**src/rtl/gradient_div_sequencer.sv**
```systemverilog
// gradient_div_sequencer: runs N_OPS divisions that share one denominator through an external
// pipelined divider and collects the quotients into per-op slots.
module gradient_div_sequencer #(
    parameter int N_OPS       = 7,
    parameter int OUTSIZE     = 20,
    parameter int DIV_LATENCY = 6
) (
    input  logic                       clock,
    input  logic                       i_nrst,
    input  logic                       i_start,
    input  logic [32*N_OPS-1:0]        i_numerators,
    input  logic [21:0]                i_denominator,
    output logic                       o_busy,
    output logic                       o_done,
    output logic [OUTSIZE*N_OPS-1:0]   o_quotients,
    output logic [31:0]                div_numerator,
    output logic [21:0]                div_denominator,
    input  logic [OUTSIZE-1:0]         div_quotient
);
    localparam int IW = N_OPS > 1 ? $clog2(N_OPS) : 1;
    localparam logic [IW-1:0] LAST = IW'(N_OPS - 1);

    typedef enum logic [2:0] {IDLE, ISSUE, DRAIN, ZERO, DONE} state_t;

    state_t                     state_q, state_d;
    logic [32*N_OPS-1:0]        num_q, num_d;
    logic [21:0]                den_q, den_d;
    logic [IW-1:0]              idx_q, idx_d;
    logic [DIV_LATENCY-1:0]     vld_q, vld_d;
    logic [IW-1:0]              pidx_q [DIV_LATENCY];
    logic [IW-1:0]              pidx_d [DIV_LATENCY];
    logic [OUTSIZE*N_OPS-1:0]   quo_q, quo_d;
    logic                       accept;

    always_comb begin
        state_d = state_q;
        num_d   = num_q;
        den_d   = den_q;
        idx_d   = idx_q;
        quo_d   = quo_q;
        accept  = i_start && (state_q == IDLE || state_q == DONE);
        // Each issued op travels with its slot index until the divider returns its quotient.
        vld_d[0]  = state_q == ISSUE;
        pidx_d[0] = idx_q;
        for (int j = 1; j < DIV_LATENCY; j++) begin
            vld_d[j]  = vld_q[j-1];
            pidx_d[j] = pidx_q[j-1];
        end
        if (vld_q[DIV_LATENCY-1])
            quo_d[int'(pidx_q[DIV_LATENCY-1])*OUTSIZE +: OUTSIZE] = div_quotient;
        if (accept) begin
            num_d   = i_numerators;
            den_d   = i_denominator;
            idx_d   = '0;
            state_d = (i_denominator != '0) ? ISSUE : ZERO;
        end else if (state_q == DONE) begin
            state_d = IDLE;
        end else if (state_q == ZERO) begin
            quo_d   = '0;
            state_d = DONE;
        end else if (state_q == ISSUE) begin
            idx_d   = idx_q + 1'b1;
            state_d = (idx_q == LAST) ? DRAIN : ISSUE;
        end else if (state_q == DRAIN && vld_q[DIV_LATENCY-1] && pidx_q[DIV_LATENCY-1] == LAST) begin
            state_d = DONE;
        end
    end

    always_ff @(posedge clock) begin
        if (!i_nrst) begin
            state_q <= IDLE;
            num_q   <= '0;
            den_q   <= '0;
            idx_q   <= '0;
            vld_q   <= '0;
            quo_q   <= '0;
        end else begin
            state_q <= state_d;
            num_q   <= num_d;
            den_q   <= den_d;
            idx_q   <= idx_d;
            vld_q   <= vld_d;
            quo_q   <= quo_d;
        end
    end

    // Slot indices are only consulted alongside their valid bit, so they need no reset.
    always_ff @(posedge clock) pidx_q <= pidx_d;

    assign div_numerator   = (state_q == ISSUE) ? num_q[int'(idx_q)*32 +: 32] : '0;
    assign div_denominator = den_q;
    assign o_quotients     = quo_q;
    assign o_busy          = state_q == ISSUE || state_q == DRAIN || state_q == ZERO;
    assign o_done          = state_q == DONE;
endmodule

```
**config.mk**
```make
export PLATFORM = sky130hd
export DESIGN_NAME = gradient_div_sequencer
export DESIGN_NICKNAME = d
export VERILOG_FILES = /design/src/rtl/gradient_div_sequencer.sv
export SDC_FILE = /design/constraint.sdc
export NUM_CORES = 1
export LEC_CHECK = 0
export ABC_AREA = 1
export BUFFER_PORTS_ARGS = -buffer_cell sky130_fd_sc_hd__buf_2
export CAP_MARGIN = 5
export CORE_MARGIN = 2
export CORE_UTILIZATION = 35
export CTS_CLUSTER_DIAMETER = 120
export DETAILED_ROUTE_END_ITERATION = 12
export GPL_TIMING_DRIVEN = 0
export SLEW_MARGIN = 30
export SYNTH_ARGS = -nofsm -noshare
export SYNTH_HDL_FRONTEND = slang
export SYNTH_SLANG_ARGS = --single-unit
```
**constraint.sdc**
```tcl
create_clock -name clock -period 3.27 [get_ports clock]
set_clock_uncertainty 0.15 [all_clocks]
set_input_delay 0 -clock clock [delete_from_list [all_inputs] [get_ports clock]]
set_output_delay 0 -clock clock [all_outputs]
set_load 0.02 [all_outputs]
```
== Word level (Yosys, flattened, before mapping) ==
Index checks and enable logic that the tools add are counted.

* Input port bits: 269
* Flip-flop bits (word level): 416
* Logic and storage cells: 51
* Output and inout port bits: 196

* Multiplexer cells: 13
* Eq/ne operators: 6
* Multiply operators: 1
* Reduce and logical (&&, ||, !) cells: 11
* Shifts and indexed selects: 3
* Bitwise gates (word level): 3
* $add $sub $neg: 2

{| class="wikitable"
|+ Operators with widths
! kind !! count
|-
| 140-bit 2-to-1 mux || 4
|-
| 224-bit by 9-bit variable part select with 32-bit output || 1
|-
| 140-bit bitwise mux || 1
|-
| 20-bit by 33-bit variable shift with 140-bit output, first input constant || 1
|-
| 20-bit by 33-bit variable part select with 140-bit output || 1
|-
| 8-bit negator with 33-bit output || 1
|-
| 32-bit 2-to-1 mux || 1
|-
| 22-bit nonzero test || 1
|-
| 3-bit 2-to-1 mux || 5
|-
| 3-bit equality test, second input constant || 3
|-
| 3-bit by 2-bit equality test with 1-bit output, second input constant || 2
|-
| 3-bit by 3-bit multiplier with 6-bit output, second input constant || 1
|-
| 5-bit nonzero test || 1
|-
| 2-bit 2-to-1 mux || 2
|-
| 3-bit by 1-bit adder with 3-bit output, second input constant || 1
|-
| 3-bit by 1-bit equality test with 1-bit output, second input constant || 1
|-
| 1-bit logical AND || 3
|-
| 3-bit zero test || 1
|-
| 1-bit logical OR || 3
|-
| 1-bit NOT || 3
|-
| 3-bit AND reduction || 1
|-
| 2-bit OR reduction || 1
|}

== Logic depth before layout (Yosys ltp) ==
Gate-level depths: netlist of run 1.

* Word-level depth: 8
* Mapped depth: 19
* Mapped depth without buffers: 19

== Worst setup path after synthesis of run 1 ==
No wires, ideal clock.

* Path kind: register -> register
* Start: reg pidx_q[0] (netlist bit)
* End: reg quo_q[129], in the netlist o_quotients[129]
* Path slack: 0.456 ns
* Clock period less this slack: 2.814 ns
* Path buffers: 2
* Setup time: 0.128 ns
* Required time: 2.992 ns
* Cell stages (with the launch flop): 18
* Data arrival time: 2.537 ns
* Cell sequence: dfxtp_1 ha_1 ha_1 inv_1 ha_1 inv_1 nand2_1 nor2_1 ha_1 buf_2 nand2_2 inv_2 nand2_1 nor2_4 buf_4 nand3_2 o21ai_0 nor2_1

* Cells in the longest elaborated chain, start to end: 8
* Elaborated cells on any way between the ends: 9
* Classes of those cells: add/sub (1); mul (1); shift (2); mux (5)

{| class="wikitable"
|+ RTL lines
! element !! RTL line !! text
|-
| from (decl) || 30 || <nowiki>logic [IW-1:0] pidx_q [DIV_LATENCY];</nowiki>
|-
| from (signal assigned) || 88 || <nowiki>always_ff @(posedge clock) pidx_q <= pidx_d;</nowiki>
|-
| 3-bit by 3-bit multiplier with 6-bit output * || 50 || <nowiki>quo_d[int'(pidx_q[DIV_LATENCY-1])*OUTSIZE +: OUTSIZE] = div_quotient;</nowiki>
|-
| 8-bit negator with 33-bit output * || 50 ||
|-
| 20-bit by 33-bit variable part select with 140-bit output / 20-bit by 33-bit variable shift with 140-bit output (equally long branches) || 50 ||
|-
| 140-bit bitwise mux * || 50 ||
|-
| 140-bit 2-to-1 mux * || 49 || <nowiki>if (vld_q[DIV_LATENCY-1])</nowiki>
|-
| 140-bit 2-to-1 mux || 58 || <nowiki>end else if (state_q == ZERO) begin</nowiki>
|-
| 140-bit 2-to-1 mux || 56 || <nowiki>end else if (state_q == DONE) begin</nowiki>
|-
| 140-bit 2-to-1 mux * || 51 || <nowiki>if (accept) begin</nowiki>
|-
| to (signal assigned) || 83 || <nowiki>quo_q <= quo_d;</nowiki>
|-
| to (decl) || 32 || <nowiki>logic [OUTSIZE*N_OPS-1:0] quo_q, quo_d;</nowiki>
|}

Every way passes the cells marked *; elsewhere a longest branch is shown, timed or not.
A chain may end at the register's enable or synchronous reset.

== Final worst setup path of run 1 ==
* Start: reg idx_q[0]
* End: out div_numerator[19]

* Cells in the longest elaborated chain, start to end: 2

{| class="wikitable"
|+ RTL lines
! element !! RTL line !! text
|-
| from (decl) || 28 || <nowiki>logic [IW-1:0] idx_q, idx_d;</nowiki>
|-
| from (signal assigned) || 81 || <nowiki>idx_q <= idx_d;</nowiki>
|-
| 224-bit by 9-bit variable part select with 32-bit output || 90 || <nowiki>assign div_numerator = (state_q == ISSUE) ? num_q[int'(idx_q)*32 +: 32] : '0;</nowiki>
|-
| 32-bit 2-to-1 mux || 90 ||
|-
| to (decl) || 16 || <nowiki>output logic [31:0] div_numerator,</nowiki>
|}

No other way between the ends.

==> flow_summary.ini, run 1 <==
[clocking]
clk_pin_slew_ns = 0.06
clock_latency_ns = 0.61
cts_max_path_buffers = 3
cts_tree = yes
cts-root-buf = clkbuf_16
htreeDepth = 2
numCtsBuffers = 47
cts.sinks = 416

[logic_synthesis]
synth_ff_type = dfxtp_1
synth_top_area_frac = 0.434
synth_nets = 3156
netlist_top_cells_count = nor2_1 (857), o21ai_0 (502), dfxtp_1 (416), nand2_1 (352), nand3_1 (157)
synthTopCellsByArea = dfxtp_1 (43%), nor2_1 (17%), o21ai_0 (13%), nand2_1 (6.9%), nand3_1 (4.1%)
synth_cell_type_count = 41
synthArstFlopShare = 0
synthCells = 2876
synth.largest_area_cell = dfxtp_1
yosysSeqAreaShare = 0.434
synth_area_um2 = 19200
synth_edf_count = 0
yosysWarnings = 0
synth-seq-cells = 416
syn_area_per_cell_um2 = 6.67
yosysMostFrequentCell = nor2_1

[drt]
drc = 0
antenna_left = 0
drt_iter0_markers = 2287
first_pass_iters = 7
wl_per_cell_um = 20.6
post_drt_via_cell_ratio = 5.22
via_count = 23232
totalWireLength_um = 91700

[power_and_ir_drop]
p_leak_nw = 12.7
pwr-share-clk = 0.385
p_sw_frac = 0.325
p_comb_frac = 0.227
net-switching-power_w = 0.00465
ir_drop_mv = 0.444
p_int_w = 0.00964
p_per_area_nw_per_um2 = 520
power_frac_seq = 0.387

[setup_path]
rr_worst_depth = 14
timing.rr.end = o_quotients[13]
path_max_fanout = 10
r2r_slack_ns = 0.11
end_kind = output pin
crit_path_start = idx_q[0]
timing_worst_setup_path_type = reg -> out
rr_startpoint = pidx_q[0]
critPathArrivalTime_ns = 3.07
crit_end = div_numerator[19]
required_ns = 3.12
worst_setup_path_start_kind = register

[status]
status = finished, final reports clean

[timing]
slew_headroom = 0.323
setup_violations = 0
min_period_ns = 3.22
rsz0062_at_grt = yes
slew_viol_final = 0
hold_viol_final = 0
fmaxAchievable_mhz = 310
tightest_slew_ns = 1.02
fin_crit_sh = 0.986

[place]
gp_congestion = 0.996
port_buffers = 464
dp_hpwl_um = 67800
place_inst = 4036
dpl_cell_area_um2 = 22400

[floorplanning]
fp.dieW_um = 238
core-area_um2 = 54000
initial_utilization = 0.355
dieArea_um2 = 56700
io_pins = 465
die_h_um = 238
num_rows = 85

[grt]
grt_usage = 0.314
overflow = 0
grt_pass1_vias = 22216
grt_max_degree = 14
grt_pass1_wl_um = 135000
antenna_found_initial = 7

[finish]
drive_above_1_share = 0.185
instances_no_fill = 4451
fin_area_um2 = 27400
fin_nets = 3993
fill_cells = 5371
syn2layout_area_growth_pct = 43.2
fin_util = 0.508

[hold_path]
hp-class = in -> reg

[flow_run]
maxCapViolations = 0
-- per-stage QoR --
step	TNS, ns	power [W]	setup WS [ns]	hold slack (ns)
floorplan	0	0.00720	0.456	-0.0151
global placement	-7.92	0.00837	-0.230	0.0742
detailed placement	-8.75	0.00836	-0.282	0.0761
CTS	0	0.0141	0.000241	0.000146
global route	-0.124	0.0148	-0.0428	0.0210
finish	0	0.0143	0.0472	0.0157
-- sequential cells by signal, summed over array words and instances (netlist names) --
signal,flops
pidx_d,15
pidx_q,3
vld_q,6
div_denominator,22
state_q,3
num_q,224
idx_q,3
o_quotients,140
-- per-layer routing --
metal  global-route usage  share of wire  vias up  wire length [µm]
li1                     -              -    11041                 -
met1                0.383           0.39    10764             36000
met2                0.530           0.47     1151             42800
met3               0.0500          0.080      272              7340
met4                0.171          0.061        4              5550
met5                    0        0.00024        -                22
-- kinds of logic after synthesis --
| family | after synthesis | synth area share |
|---|---|---|
| compound gates | 648 | 0.175 |
| buf+inv | 346 | 0.0711 |
| fa+ha+maj | 11 | 0.00718 |
| simple gates | 1454 | 0.312 |
| flops | 416 | 0.434 |
| xor+xnor | 1 | 0.000457 |
-- repair_timing --
| item | CTS | global route |
|---|---|---|
| setup endpoints to repair | 121 | 137 |
| setup buffers | 1 | 14 |
| gates resized for setup | 19 | 81 |
| hold endpoints to repair | 292 | 0 |
| pin swaps | 1 | 9 |
| hold buffers | 309 | 0 |
-- final cells by class --
type,instances,area (µm²),area share
clock inverters,15,219,0.00798
repair buffers,788,5550,0.202
inverters,156,592,0.0216
multi-input cells,2114,9670,0.352
plain buffers,190,817,0.0298
clock buffers,70,1370,0.0500
diodes,6,15.0,0.000547
well taps,696,871,0.0317
flip-flops and latches,416,8330,0.304
-- critical path, stage by stage, from the launching register on --
cell and delay [ns]:
dfxtp_1 0.33, clkbuf_2 0.25, inv_1 0.19, clkbuf_4 0.28, buf_2 0.27, nor2_1 0.07
o21ai_0 0.26, o21ai_0 0.21, a31oi_1 0.37, buf_2 0.24
-- power groups by stage --
stage / registers, W / clock network, W / logic, W
2_1_floorplan: 0.00562 / 0 / 0.00158
3_3_place_gp: 0.00563 / 0 / 0.00274
3_5_place_dp: 0.00563 / 0 / 0.00273
4_1_cts: 0.00553 / 0.00556 / 0.00305
5_1_grt: 0.00556 / 0.00576 / 0.00348
6_report: 0.00553 / 0.00550 / 0.00325
-- placed cells by master, fill, tap and decap left out, types with 8 or more instances in the layout --
cell type,instances
nand4_1,29
inv_1,137
nor2_4,12
ha_1,10
clkbuf_1,145
dlygate4sd3_1,309
clkbuf_16,47
dfxtp_1,414
buf_4,20
o21a_1,10
clkbuf_2,17
nor3_1,16
nand3_1,152
nand3_4,8
o21ai_1,27
nand2_2,17
buf_2,485
a21oi_1,77
o21ai_0,487
inv_2,15
a31oi_1,31
nor2_1,850
clkbuf_8,11
nor2_2,9
nand2_1,340
-- worst min-delay path by stage --
stage	from	end	slack [ns]	cells after the start
final	i_numerators[9]	num_q[9]	0.02	4
after global routing	i_numerators[4]	num_q[4]	0.02	4
after CTS	i_numerators[23]	num_q[23]	0.0001	4
after detailed placement	i_numerators[47]	num_q[47]	0.08	3
after global placement	i_numerators[80]	num_q[80]	0.07	3
after floorplan	i_numerators[0]	num_q[0]	-0.02	2
Note: power is estimated with default switching activity, not from simulation.
==> run 2, diff against run 1 <==
Settings changed: SETUP_SLACK_MARGIN set to 0.4.
Clock period 3.27 ns to 3.9 ns, I/O delays scaled along.
==> flow_summary.ini, run 2 (synthesis results as in run 1) <==
[timing]
setup_violations = 0
tns_ns = 0
hold_viol_final = 0
fin_ws_ns = 0.400
fmaxAchievable_mhz = 286
fin_crit_sh = 0.898
min_period_ns = 3.50
tightest_slew_ns = 0.985
slew_headroom = 0.343
rsz0062_at_grt = no
slew_viol_final = 0

[finish]
syn2layout_area_growth_pct = 41.6
drive_above_1_share = 0.172
most-common-layout-cells = nor2_1 (856), o21ai_0 (500), buf_2 (484)
layout_commonest_cell = nor2_1
top_register = num_q
fin_nets = 3980
largest_reg_flops = 224
fin_area_um2 = 27200

[place]
dpl_cell_area_um2 = 22400
port_buffers = 464
gp_congestion = 0.996
dp_hpwl_um = 67800
place_ws_ns = 0.348

[clocking]
cts-root-buf = clkbuf_16
cts_tree = yes
numCtsBuffers = 47
clock_latency_ns = 0.60
cts_max_path_buffers = 3
clk_pin_slew_ns = 0.06
cts.sinks = 416
htreeDepth = 2

[drt]
antenna_left = 0
drt_iter0_markers = 2263
first_pass_iters = 6
via_count = 23169
totalWireLength_um = 91300
post_drt_via_cell_ratio = 5.22
wl_per_cell_um = 20.6
drc = 0

[setup_path]
rr_startpoint = pidx_q[0]
path_max_fanout = 10
timing_worst_setup_path_type = reg -> out
timing.rr.end = o_quotients[10]
crit_path_start = idx_q[0]
critPathArrivalTime_ns = 3.35
end_kind = output pin
rr_worst_depth = 11
required_ns = 3.75
r2r_slack_ns = 0.53
worst_setup_path_start_kind = register

[floorplanning]
num_rows = 85
initial_utilization = 0.355
fp.dieW_um = 238
die_h_um = 238
core-area_um2 = 54000
io_pins = 465
dieArea_um2 = 56700

[hold_path]
worstHoldStart = i_numerators[28]
hp-class = in -> reg
min_to = num_q[28]
hold_depth = 4

[grt]
overflow = 0
grt_pass1_wl_um = 135000
grt_usage = 0.314
grt_pass1_vias = 22266
grt_max_degree = 14
antenna_found_initial = 7

[power_and_ir_drop]
p_per_area_nw_per_um2 = 438
p_leak_nw = 12.5
ir_drop_mv = 0.371

[flow_run]
maxCapViolations = 0

[status]
status = finished, final reports clean
run 2: changes by cell type in the layout (fill, tap and decap cells not counted), sizes merged:
cell,change
diode,-2
buf,-13
run 2: area by class of cell:
class	count	area [µm²]
Clock inverter	15	219
Sequential cell	416	8330
Multi-Input combinational cell	2114	9530
Clock buffer	70	1370
Fill cell	5383	26900
Buffer	190	791
Inverter	156	592
Tap cell	696	871
Antenna cell	4	10.0
Timing Repair Buffer	775	5440
run 2: how the worst max path moves through the flow:
| stage | cells after the start | slack [ns] | end |
|---|---|---|---|
| floorplan | 17 | 1.09 | o_quotients[129] |
| global placement | 10 | 0.40 | o_quotients[139] |
| detailed placement | 10 | 0.35 | o_quotients[96] |
| CTS | 10 | 0.41 | state_q[1] |
| global route | 9 | 0.40 | div_numerator[6] |
| finish | 9 | 0.40 | div_numerator[31] |
run 2: layer usage:
| metal | vias up | global-route usage | routed length, µm |
|---|---|---|---|
| met1 | 10752 | 0.382 | 35600 |
| met2 | 1137 | 0.529 | 42800 |
| met4 | 4 | 0.173 | 5410 |
| met5 | - | 0 | 26 |
| met3 | 267 | 0.0502 | 7460 |
| li1 | 11009 | - | - |
run 2: where the power goes:
part | total [W] | internal, W | switching [W] | leakage [nW]
Combinational | 0.00265 | 0.000825 | 0.00183 | 8.32
Clock | 0.00460 | 0.00271 | 0.00190 | 0.784
Sequential | 0.00464 | 0.00451 | 0.000130 | 3.41
Total | 0.0119 | 0.00804 | 0.00386 | 12.5
run 2: metrics by stage:
step                total power (W)  utilization  cells  hold slack, ns
global placement            0.00702        0.414   4036          0.0742
detailed placement          0.00701        0.414   4036          0.0761
global route                 0.0123        0.503   4435          0.0223
CTS                          0.0118        0.501   4431        0.000146
floorplan                   0.00604            -   2876         -0.0151
finish                       0.0119        0.503   4436          0.0156
run 2: worst max-delay path: stages (launching register included):
cell and delay [ns]:
dfxtp_1 0.33, clkbuf_2 0.25, inv_1 0.18, clkbuf_2 0.35, clkbuf_1 0.50, nand3_1 0.18, o21ai_0 0.18, o21ai_0 0.18
a31oi_1 0.35, buf_2 0.24
run 2: what timing repair did:
action,4_1_cts,5_1_grt
setup endpoints to repair,37,88
resized for setup,6,22
setup buffers,1,1
pin swaps,1,1
endpoints found under the hold margin,292,0
hold buffers,309,0
